[src/rtl/fifo_packer_pkg.sv]
// Shared types and default geometry for the FIFO word packer.
// Optional parity output is enabled with FIFO_PACKER_PARITY_EN.
package fifo_packer_pkg;

  typedef enum logic {COLLECT = 1'b0, HOLD = 1'b1} state_t;

  localparam int DEF_WIDTH = 16;
  localparam int DEF_WORDS = 4;

endpackage

[src/rtl/fifo_packer.sv]
// Packs `words` consecutive FIFO words into one wide beat with a valid/ready handshake.
// Define FIFO_PACKER_PARITY_EN to add a registered XOR-reduction output out_parity.
module fifo_packer
  import fifo_packer_pkg::*;
#(
  parameter int width = DEF_WIDTH,
  parameter int words = DEF_WORDS
) (
  input  logic                       clk,
  input  logic                       rst,
  input  logic [width-1:0]           fifo_dout,
  input  logic                       fifo_pndng,
  output logic                       fifo_pop,
  input  logic                       flush,
  output logic [width*words-1:0]     out_data,
  output logic                       out_valid,
  input  logic                       out_ready,
  output logic [$clog2(words+1)-1:0] out_count,
  output logic [31:0]                beat_cnt
`ifdef FIFO_PACKER_PARITY_EN
  ,
  output logic                       out_parity
`endif
);

  localparam int IW = $clog2(words);
  localparam int CW = $clog2(words + 1);
  localparam logic [IW-1:0] LAST = IW'(words - 1);

  state_t                   state, state_n;
  logic [IW-1:0]            idx, idx_n;
  logic [width*words-1:0]   data_n;
  logic [CW-1:0]            count_n;
  logic                     valid_n;
  logic [31:0]              cnt_n;

  // Pop only while collecting; HOLD (including the handshake cycle) leaves a bubble.
  assign fifo_pop = fifo_pndng && (state == COLLECT) && !rst;

  always_comb begin
    state_n = state;
    idx_n   = idx;
    data_n  = out_data;
    count_n = out_count;
    valid_n = out_valid;
    cnt_n   = beat_cnt;
    case (state)
      COLLECT: begin
        if (fifo_pop) begin
          data_n[int'(idx)*width +: width] = fifo_dout;
          if (idx == LAST || flush) begin
            state_n = HOLD;
            valid_n = 1'b1;
            count_n = CW'(idx) + CW'(1);
          end else begin
            idx_n = idx + IW'(1);
          end
        end else if (flush && idx != '0) begin
          state_n = HOLD;
          valid_n = 1'b1;
          count_n = CW'(idx);
        end
      end
      HOLD: begin
        // Clearing data here is what keeps unfilled slots of the next partial beat at zero.
        if (out_ready) begin
          state_n = COLLECT;
          idx_n   = '0;
          data_n  = '0;
          count_n = '0;
          valid_n = 1'b0;
          cnt_n   = beat_cnt + 32'd1;
        end
      end
      default: state_n = COLLECT;
    endcase
  end

  always_ff @(posedge clk or posedge rst) begin
    if (rst) begin
      state     <= COLLECT;
      idx       <= '0;
      out_data  <= '0;
      out_count <= '0;
      out_valid <= 1'b0;
      beat_cnt  <= '0;
    end else begin
      state     <= state_n;
      idx       <= idx_n;
      out_data  <= data_n;
      out_count <= count_n;
      out_valid <= valid_n;
      beat_cnt  <= cnt_n;
    end
  end

`ifdef FIFO_PACKER_PARITY_EN
  always_ff @(posedge clk or posedge rst) begin
    if (rst) out_parity <= 1'b0;
    else     out_parity <= ^data_n;
  end
`endif

endmodule
[config.mk]
export PLATFORM = sky130hd
export DESIGN_NAME = fifo_packer
export DESIGN_NICKNAME = d
export VERILOG_FILES = /design/src/rtl/fifo_packer_pkg.sv /design/src/rtl/fifo_packer.sv
export SDC_FILE = /design/constraint.sdc
export NUM_CORES = 1
export LEC_CHECK = 0
export BUFFER_PORTS_ARGS = -buffer_cell sky130_fd_sc_hd__buf_4
export CAP_MARGIN = 40
export CORE_ASPECT_RATIO = 1.5
export CORE_MARGIN = 4
export CORE_UTILIZATION = 56
export DETAILED_ROUTE_END_ITERATION = 10
export HOLD_SLACK_MARGIN = 0.15
export PLACE_DENSITY_LB_ADDON = 0.15
export REMOVE_ABC_BUFFERS = 1
export SETUP_SLACK_MARGIN = 0.05
export SLEW_MARGIN = 20
export SYNTH_ARGS = -nofsm -noshare
export SYNTH_HDL_FRONTEND = slang
export SYNTH_SLANG_ARGS = --single-unit
[constraint.sdc]
create_clock -name clk -period 7.65 [get_ports clk]
set_input_delay 0 -clock clk [delete_from_list [all_inputs] [get_ports clk]]
set_output_delay 0 -clock clk [all_outputs]
set_load 0.02 [all_outputs]
==> impl_metrics.csv <==
group,metric,value,unit
clocking,cts_max_level,3,
sta,clock_skew,8.68,ps
min_path,holdCritPathClass,"in -> reg",
synth,synth_warnings,0,
status,status,"completed",
synth,synth.most_common_cell,"nand2_1",
pwr,power.leakage,2.83,nW
global_route,grt_util_met1,0.306,
sta,max_clock_freq,406,MHz
worst_setup_path,cp-end-kind,"flip-flop",
synth,syn-cell-area,4400,sq um
synth,synthArstFlopShare,1.00,
placement,place_ws,5250,ps
pwr,ir_drop,0.000250,V
clocking,clk_pin_slew_worst_paths,70,ps
drt,post_drt_wl_per_cell,16.9,um
pwr,clkPwrFrac,0.303,
placement,hpwl,7430,um
synth,synth_top_flop_cell,"dfrtp_1",
pwr,pwr-share-seq,0.426,
clocking,cts_made_buffers,9,
worst_setup_path,critPathLaunchType,"flip-flop",
die,die_area,9360,sq um
global_route,grt-ovfl-total,0,
sta,slew_viol_final,0,
drt,vias,3610,
placement,port_buffers,121,
global_route,grt_pass1_wl,17900,um
worst_setup_path,slowest_delay,780,ps
min_path,worstHoldStart,"fifo_pndng",
clocking,root_buffer,"clkbuf_16",
finish,drive_above_1_share,0.273,
finish,final_util,0.776,
synth,synth-seq-cells,103,
sta,setup_viol,0,
clocking,cts_tree,"done",
drt,final_antenna_net_count,0,
synth,netlist_top_cells_count,"nand2_1 (108), dfrtp_1 (103), o21ai_0 (48), xnor2_1 (29), nand4_1 (19)",
run,drv_cap,0,
clocking,insertion_delay,330,ps
worst_setup_path,critical_path_arrival,2700,ps
pwr,powerDensity,256,nW/um^2
global_route,grt_use_total,0.245,
synth,yosys.area.top_type_share,0.586,
global_route,grt_pass1_vias,3701,
die,initial_core_util,0.577,
sta,rsz0062_at_grt,"false",
finish,diodes,0,
worst_setup_path,cpMaxStageDelayCell,"and4b_1",
finish,syn_to_final_growth,34.4,%
sta,slew_headroom,0.509,
die,die_x,80.3,um
sta,setup-tns-final,0,ps
drt,first_pass_iters,5,
placement,dpl_cell_area,5380,sq um
finish,nets,583,
global_route,met3_usage,0.0355,
pwr,switchingPower,0.498,mW
worst_setup_path,path_class,"reg -> reg",
min_path,holdPathStages,3,
synth,synthTopCellsByArea,"dfrtp_1 (59%), nand2_1 (9.2%), xnor2_1 (5.8%)",
pwr,combPwrFrac,0.271,
worst_setup_path,worstPathCellList,"inv_1 -> ha_1 -> and4b_1 -> nand2_1 -> o21ai_0",
die,num_io_pins,122,
drt,viasPerCell,5.44,
finish,regArea,2580,sq um
min_path,hold_end,"out_count[2]",
drt,wl,11200,um
sta,final-hold-violation-count,0,
synth,yosysSeqAreaShare,0.586,
pwr,p_int,1.01,mW
sta,worst-slew-pin-transition,736,ps
pwr,p_sw_frac,0.330,
die,die_height,117,um
clocking,clock_sinks,103,
worst_setup_path,r2r_slack,5190,ps
placement,place_congestion,0.802,
global_route,top_usage_layer,"met2",
synth,syn-instance-count,422,
finish,multi_input_area,1690,sq um
worst_setup_path,critPathMaxFanout,16,
worst_setup_path,r2r-end,"out_data[55]",
global_route,grtUsageMet2,0.423,
synth,synth_edf_count,0,
drt,drt_iter0_drc,272,
sta,period_share,0.322,
synth,ys_types,33,
drt,route.detailed.drc,0,
global_route,grt_max_degree,61,
worst_setup_path,rr_worst_depth,5,
global_route,antenna_found_initial,0,
worst_setup_path,required,7880,ps
synth,synth.largest_area_cell,"dfrtp_1",
die,core_area,7610,sq um
worst_setup_path,r2r_start,"idx[0]",
synth,syn_avg_cell_area,10.4,sq um
clocking,clk_path_buf_depth,2,
sta,period_needed,2460,ps
finish,fin_area,5910,sq um
die,rows,39,
sta,layout_setup_ws,5190,ps
finish,fill_cells,540,
## repair_timing
item	in CTS	in global routing
gates resized for setup	0	0
hold buffers	20	0
setup buffers	0	0
endpoints found under the hold margin	115	0
## final cells by class
| class | count | area share |
|---|---|---|
| well taps | 102 | 0.0216 |
| multi-input cells | 288 | 0.286 |
| repair buffers | 148 | 0.201 |
| inverters | 6 | 0.00424 |
| clock buffers | 11 | 0.0411 |
| clock inverters | 5 | 0.00953 |
| flip-flops and latches | 103 | 0.436 |
## worst max-delay path, delay by kind of cell (launching register included)
kind	cells	cell delay, ps
AOI/OAI and AO/OA	1	260
and+or+nand+nor	2	950
buffers and inverters	1	150
DFF	1	590
adders and majority gates	1	410
## metal layers
layer	routed length [um]	vias up
li1	-	1708
met1	4450	1744
met2	5850	133
met3	611	25
met4	294	0
met5	0	-
## sequential cells by signal, summed over array words and instances, names as in the netlist
signal / count
out_count: 3
out_data: 64
state: 1
idx: 2
beat_cnt: 32
out_valid: 1
## through the flow
| stage | instances | hold slack, ps | total power, mW |
|---|---|---|---|
| final | 663 | 266 | 1.51 |
| after global routing | 663 | 267 | 1.59 |
| after CTS | 662 | 259 | 1.52 |
| after detailed placement | 626 | 106 | 1.05 |
| after global placement | 623 | 111 | 1.02 |
| after floorplan | 397 | 68.9 | 0.877 |
## how the worst max path moves through the flow
| stage | start | endpoint | depth (start not counted) |
|---|---|---|---|
| after global placement | state | out_data[46] | 4 |
| after floorplan | rst | beat_cnt[0] | 1 |
| after global routing | state | out_data[45] | 4 |
| final | idx[0] | out_data[55] | 5 |
| after detailed placement | state | out_data[45] | 4 |
| after CTS | state | out_data[40] | 4 |
## layout by cell type, fill, tap and decap left out, types with 2 or more instances in the layout
cell and count:
o21ai_1 2, clkinv_2 2, o2bb2ai_1 2, xnor2_1 29, a22o_1 17, and4_1 5
buf_6 2, a21oi_2 2, and2_1 3, dlygate4sd3_1 20, nor3_1 4, nand4_1 19
nand2_1 108, xor2_1 3, dfrtp_1 103, nor2_1 6, buf_4 124, nand3_1 13
a21oi_4 2, inv_1 5, and3_1 5, ha_1 6, o21ai_0 48, nand2b_1 3
clkbuf_16 9
## kinds of logic after synthesis
logic type	synth area share
AND/OR/NAND/NOR	0.191
XOR/XNOR	0.0638
AO/OA/AOI/OAI	0.109
buffers and inverters	0.0333
adder cells (fa/ha/maj)	0.0171
flip-flops	0.586
## power groups by stage
stage / sequential (mW) / combinational, mW / clock (mW)
6_report: 0.644 / 0.410 / 0.458
3_3_place_gp: 0.652 / 0.367 / 0
2_1_floorplan: 0.695 / 0.182 / 0
5_1_grt: 0.652 / 0.449 / 0.487
3_5_place_dp: 0.654 / 0.397 / 0
4_1_cts: 0.644 / 0.410 / 0.463
No activity file was read; power rests on OpenSTA's default activity.
